[src/rtl/pcsa_pkg.sv]
// Shared constants and helpers for the pipelined carry-select adder.
package pcsa_pkg;

  localparam int PCSA_WIDTH = 16;
  localparam int PCSA_BLOCK = 4;

  // One pipeline stage per BLOCK-wide slice of the operands
  function automatic int pcsa_nstage(input int width, input int block);
    return width / block;
  endfunction

endpackage

[src/rtl/csel_block.sv]
// One carry-select slice: both carry-in outcomes are computed up front,
// and the incoming carry only drives the final mux.
module csel_block #(
  parameter int BLOCK = 4
) (
  input  logic [BLOCK-1:0] a,
  input  logic [BLOCK-1:0] b,
  input  logic             ci,
  output logic [BLOCK-1:0] s,
  output logic             co
);

  logic [BLOCK:0] r0, r1;

  assign r0 = {1'b0, a} + {1'b0, b};
  assign r1 = {1'b0, a} + {1'b0, b} + {{BLOCK{1'b0}}, 1'b1};

  // Late-arriving carry selects between the two precomputed results
  assign {co, s} = ci ? r1 : r0;

endmodule

[src/rtl/pipelined_csel_adder.sv]
// Pipelined carry-select adder: WIDTH/BLOCK stages, one slice per stage,
// valid/ready handshake with a full-pipeline stall on output backpressure.
// Signed overflow output is generated only when PCSA_OVERFLOW_EN is defined;
// otherwise ovf is tied low.
module pipelined_csel_adder
  import pcsa_pkg::*;
#(
  parameter int WIDTH = PCSA_WIDTH,
  parameter int BLOCK = PCSA_BLOCK
) (
  input  logic             clk,
  input  logic             rst,
  input  logic [WIDTH-1:0] A,
  input  logic [WIDTH-1:0] B,
  input  logic             cin,
  input  logic             in_valid,
  output logic             in_ready,
  output logic [WIDTH-1:0] sum,
  output logic             carry,
  output logic             ovf,
  output logic             out_valid,
  input  logic             out_ready
);

  localparam int NSTAGE = pcsa_nstage(WIDTH, BLOCK);

  if (BLOCK < 1 || WIDTH < BLOCK || (WIDTH % BLOCK) != 0) begin : g_bad_cfg
    $error("pipelined_csel_adder: WIDTH must be a positive multiple of BLOCK");
  end

  logic              hold;
  logic              fire;
  logic [NSTAGE:1]   vld_pipe;  // vld_pipe[k+1] is the valid bit of stage k
  logic [NSTAGE:1]   cry_pipe;  // carry out registered by stage k

`ifdef PCSA_OVERFLOW_EN
  logic ovf_q;
`endif

  // An unaccepted result freezes every stage, so nothing can enter either
  assign hold     = vld_pipe[NSTAGE] && !out_ready;
  assign in_ready = !hold;
  assign fire     = in_valid && in_ready;

  for (genvar k = 0; k < NSTAGE; k++) begin : g_stg
    localparam int RW = WIDTH - k*BLOCK;   // operand bits not yet added
    localparam int SW = (k+1)*BLOCK;       // sum bits resolved after this stage

    logic [RW-1:0]    opa, opb;
    logic             vin, cs;
    logic [BLOCK-1:0] bs;
    logic             bc;
    logic [SW-1:0]    rs_d, rs;

    if (k == 0) begin : g_src
      assign opa  = A;
      assign opb  = B;
      assign vin  = fire;
      assign cs   = cin;
      assign rs_d = bs;
    end else begin : g_src
      logic [RW-1:0] ska, skb;
      // Skew: untouched upper operand bits ride along with their transfer
      always_ff @(posedge clk) begin
        if (rst) begin
          ska <= '0;
          skb <= '0;
        end else if (!hold) begin
          ska <= g_stg[k-1].opa[RW+BLOCK-1:BLOCK];
          skb <= g_stg[k-1].opb[RW+BLOCK-1:BLOCK];
        end
      end
      assign opa  = ska;
      assign opb  = skb;
      assign vin  = vld_pipe[k];
      assign cs   = cry_pipe[k];
      assign rs_d = {bs, g_stg[k-1].rs};
    end

    csel_block #(.BLOCK(BLOCK)) u_csel (
      .a  (opa[BLOCK-1:0]),
      .b  (opb[BLOCK-1:0]),
      .ci (cs),
      .s  (bs),
      .co (bc)
    );

    // Stage register: valid, carry and the low sum bits resolved so far
    always_ff @(posedge clk) begin
      if (rst) begin
        vld_pipe[k+1] <= 1'b0;
        cry_pipe[k+1] <= 1'b0;
        rs            <= '0;
      end else if (!hold) begin
        vld_pipe[k+1] <= vin;
        cry_pipe[k+1] <= bc;
        rs            <= rs_d;
      end
    end

`ifdef PCSA_OVERFLOW_EN
    if (k == NSTAGE-1) begin : g_ovf
      // Operand MSBs and the sum MSB all live in the final slice
      always_ff @(posedge clk) begin
        if (rst)
          ovf_q <= 1'b0;
        else if (!hold)
          ovf_q <= (opa[RW-1] == opb[RW-1]) && (bs[BLOCK-1] != opa[RW-1]);
      end
    end
`endif
  end

  assign sum       = g_stg[NSTAGE-1].rs;
  assign carry     = cry_pipe[NSTAGE];
  assign out_valid = vld_pipe[NSTAGE];

`ifdef PCSA_OVERFLOW_EN
  assign ovf = ovf_q;
`else
  assign ovf = 1'b0;
`endif

endmodule

[config.mk]
export PLATFORM = sky130hd
export DESIGN_NAME = pipelined_csel_adder
export DESIGN_NICKNAME = d
export VERILOG_FILES = /design/src/rtl/pcsa_pkg.sv /design/src/rtl/csel_block.sv /design/src/rtl/pipelined_csel_adder.sv
export SDC_FILE = /design/constraint.sdc
export NUM_CORES = 1
export LEC_CHECK = 0
export ABC_AREA = 1
export CAP_MARGIN = 25
export CORE_ASPECT_RATIO = 0.5
export CORE_MARGIN = 2
export CORE_UTILIZATION = 55
export DETAILED_ROUTE_END_ITERATION = 6
export PLACE_DENSITY = 0.8
export SLEW_MARGIN = 20
export SYNTH_ARGS = -nofsm -noshare
export SYNTH_HDL_FRONTEND = slang
export SYNTH_SLANG_ARGS = --single-unit
[constraint.sdc]
create_clock -name clk -period 2.7 [get_ports clk]
set_input_delay 0.405 -clock clk [delete_from_list [all_inputs] [get_ports clk]]
set_output_delay 0.405 -clock clk [all_outputs]
set_load 0.02 [all_outputs]
==> summary.md <==
| Metric | Value |
|---|---|
| Worst setup margin | about 0.56 ns |
| Crit path kind | input pin to output port |
| CP Buf/Inv Count | 3 |
| Post-CTS setup buffer count | 0 |
| Worst skew pair latency | 0.34 ns |
| Post-synth net total | about 640 |
| Final instance area | between 5000 and 6000 sq um |
| Flop2flop setup slack | about 0.7 ns |
| Mapped cell area | about 4300 sq um |
| Outcome | finished clean |
| Sw power | 0.785 mW |
| Launching element type of the critical path | input pin |
| Cell count after synthesis | between 500 and 600 |
| Met1 wire length | roughly 4.2 mm |
| Slowest CP cell | clkdlybuf4s50_1 |
| Max Used Layer | met4 |
| Clock-pin slew on the worst setup and hold paths | 0.06 ns |
| DR WL/cell | between 10 and 15 um |
| Vias per cell | between 4 and 5 |
| Max Clock Skew | around 0.0034 ns |
| Slew @ Worst Pin | 0.692 ns |
| # diodes | 0 |
| Final TNS setup | 0 ns |
| Placement Setup Slack | between 0.2 and 0.3 ns |
| Reg2Reg Capture Point | g_stg[2].cs |
| Commonest non-fill, non-tap cell in the layout | nor2_1 |
| Mean post-synth cell area | 7.51 sq um |
| Critical Path Max Stage Delay | between 0.6 and 0.7 ns |
| Delay-heaviest family, CP | buffers and inverters |
| Vias | ~3500 |
| Starting Density | 57.9% |
| Core area | 7490 sq um |
| Port Buffer Count | between 50 and 60 |
| CP Cell Sequence | clkdlybuf4s50_1 -> nor2_4 -> inv_2 -> clkdlybuf4s50_1 |
| Initial DRC Count | roughly 250 |
| YS warnings | 0 |
| Non-Filler Instances | between 700 and 800 |
| Min Tclk post-route | approximately 2.1 ns |
| Die ar. | 8640 sq um |
| DP HPWL | ~5.7 mm |
| First-pass GRT wire length | between 10 and 15 mm |
| Unrepaired setup endpoints after global routing | no |
| WP data required | approximately 2.3 ns |
| Area Growth Syn to Fin | 19.3% |
| Crit path arrival time | 1.73 ns |
| TritonRoute pass-1 iters | 4 |
| CTS Sinks | between 90 and 100 |
| Met3 WL | 306 um |
| Worst rel slew slack | 53.9% |
| Initial antenna violation count | 0 |
| All-layer global routing usage | a little over a fifth |
| Inst Count DP | about 710 |
| Worst r2r src | g_stg[1].g_src.ska[0] |
| Final hold vios | 0 |
| CTS tree | yes |
| Max_cap viols | 0 |
| DR WL met2 | between 3 and 4 mm |
| Final period utilization | roughly four fifths |
| Die Span X | about 130 um |
| H-tree level count | 3 |
| Sequential Power Share | about half |
| PD cells | roughly 600 nW/um^2 |
| CTS Buf Count | 9 |
| Final max-slew violation count | 0 |
| Die Y | approximately 67 um |
| Io pins | 57 |
| Clk root buf | clkbuf_16 |
| WL final | around 8.4 mm |
| Setup crit start | out_ready |
| Grt total ovfl | 0 |
| Clock Tree Buf Depth | 2 |
| Most frequent cells in the layout | 150 x nor2_1, 96 x dfxtp_1, 80 x o21ai_0 |
| Synthesis-stage register bit count | between 90 and 100 |
| # DRC | 0 |
| Max VDD drop | approximately 0.00034 V |
| Switch share | roughly 25% |
| # resized after CTS | 0 |
| Max Freq | 467 MHz |
| Pleak | about 2.5 nW |
| Hold WC Path Type | register to register |
| DP Area | just under 5000 sq um |
| Critical path destination | in_ready |
| Final #Nets | a little under 700 |
| Crit. path cell count | 4 |
| Final setup violation count | 0 |
| Crit path max fanout | 2 |
| Comb pwr share | around an eighth |
| Critical path capture point type | output port |
| Clock group share of total power | 36.4% |
| Global placer's final weighted congestion | around 0.76 |
| Largest net degree at the start of global routing | between 100 and 150 |
| Reg2Reg Depth | 12 |
| # rows | 22 |
| CTS hold repair buffers | 0 |
| Routed Antenna Nets | 0 |
| Share of post-route cells with drive strength above 1 | around 4.2% |
| Int Pwr | roughly 2.3 mW |
| Register area share after synthesis | roughly 44% |
| Vias in the first global route | between 3000 and 4000 |
| Design Power | a little over 3 mW |
| Cell mode on critical path | clkdlybuf4s50_1 |
| Synth cell types | 26 |
-- power by group through the flow --
stage	clock [mW]	combinational (mW)	sequential, mW
6_report	1.14	0.414	1.57
3_5_place_dp	0	0.414	1.60
2_1_floorplan	0	0.261	1.60
4_1_cts	1.17	0.417	1.57
5_1_grt	1.21	0.475	1.58
3_3_place_gp	0	0.400	1.60
-- worst min-delay path, cell delays in order (launching register included) --
cell and delay, ns:
dfxtp_1 0.30, inv_1 0.06, a21oi_1 0.05
-- flip-flops by register name, summed over array words and instances, names as in the netlist --
signal / flops
out_valid: 1
g_stg.cs: 3
g_stg.g_src.ska: 24
g_stg.g_src.skb: 24
carry: 1
sum: 16
g_stg.rs: 24
g_stg.vin: 3
-- worst min-delay path by stage --
stage,start,slack (ns),end,cells after the start
2_1_floorplan,g_stg[3].vin,0.43,g_stg[3].vin,2
3_3_place_gp,g_stg[3].vin,0.44,g_stg[3].vin,2
3_5_place_dp,g_stg[3].vin,0.45,g_stg[3].vin,2
4_1_cts,g_stg[3].vin,0.46,g_stg[3].vin,2
5_1_grt,g_stg[3].vin,0.50,g_stg[3].vin,2
6_report,g_stg[3].vin,0.46,g_stg[3].vin,2
-- cells in the mapped netlist (all sizes together) --
cell	count	area share, %
a21oi	23	2.7
buf	25	3.8
clkbuf	7	0.61
conb	1	0.087
dfxtp	96	44
fa	4	1.8
ha	20	5.8
inv	53	4.6
nand2	56	4.9
nand3	19	2.2
nand4	4	0.58
nor2	153	13
nor3	2	0.23
o21a	4	0.69
o21ai	94	11
o21bai	5	0.87
or2	1	0.14
xnor2	8	2.0
xor2	2	0.40
-- kinds of logic after synthesis --
family                     after synthesis  share of synthesized area, %
buffers and inverters                   85                          8.98
and+or+nand+nor                        235                          21.5
other                                    1                        0.0866
AOI/OAI and AO/OA                      126                          15.1
DFF                                     96                          44.4
adders and majority gates               24                          7.63
xor gates and xnor gates                10                          2.37
-- routing by layer --
layer  global-route usage [%]  up-vias
li1                         -     1913
met1                     26.0     1552
met2                     37.3       49
met3                     5.78        9
met4                     6.85        0
met5                        0        -
-- stage by stage --
stage | util (%) | hold slack [ns]
after global placement | 65.4 | 0.437
after CTS | 69.0 | 0.458
after detailed placement | 65.4 | 0.448
after floorplan | - | 0.430
final | 69.0 | 0.458
after global routing | 69.0 | 0.496
-- final cells by class --
cell class,instances,area [sq um]
sequential,96,1920
tap,108,135
inverter,53,199
multi-input combinational,396,2030
fill,630,2320
clock buffer,11,233
clock inverter,5,33.8
timing repair buffer,59,618
Note: power is estimated with default switching activity, not from simulation.
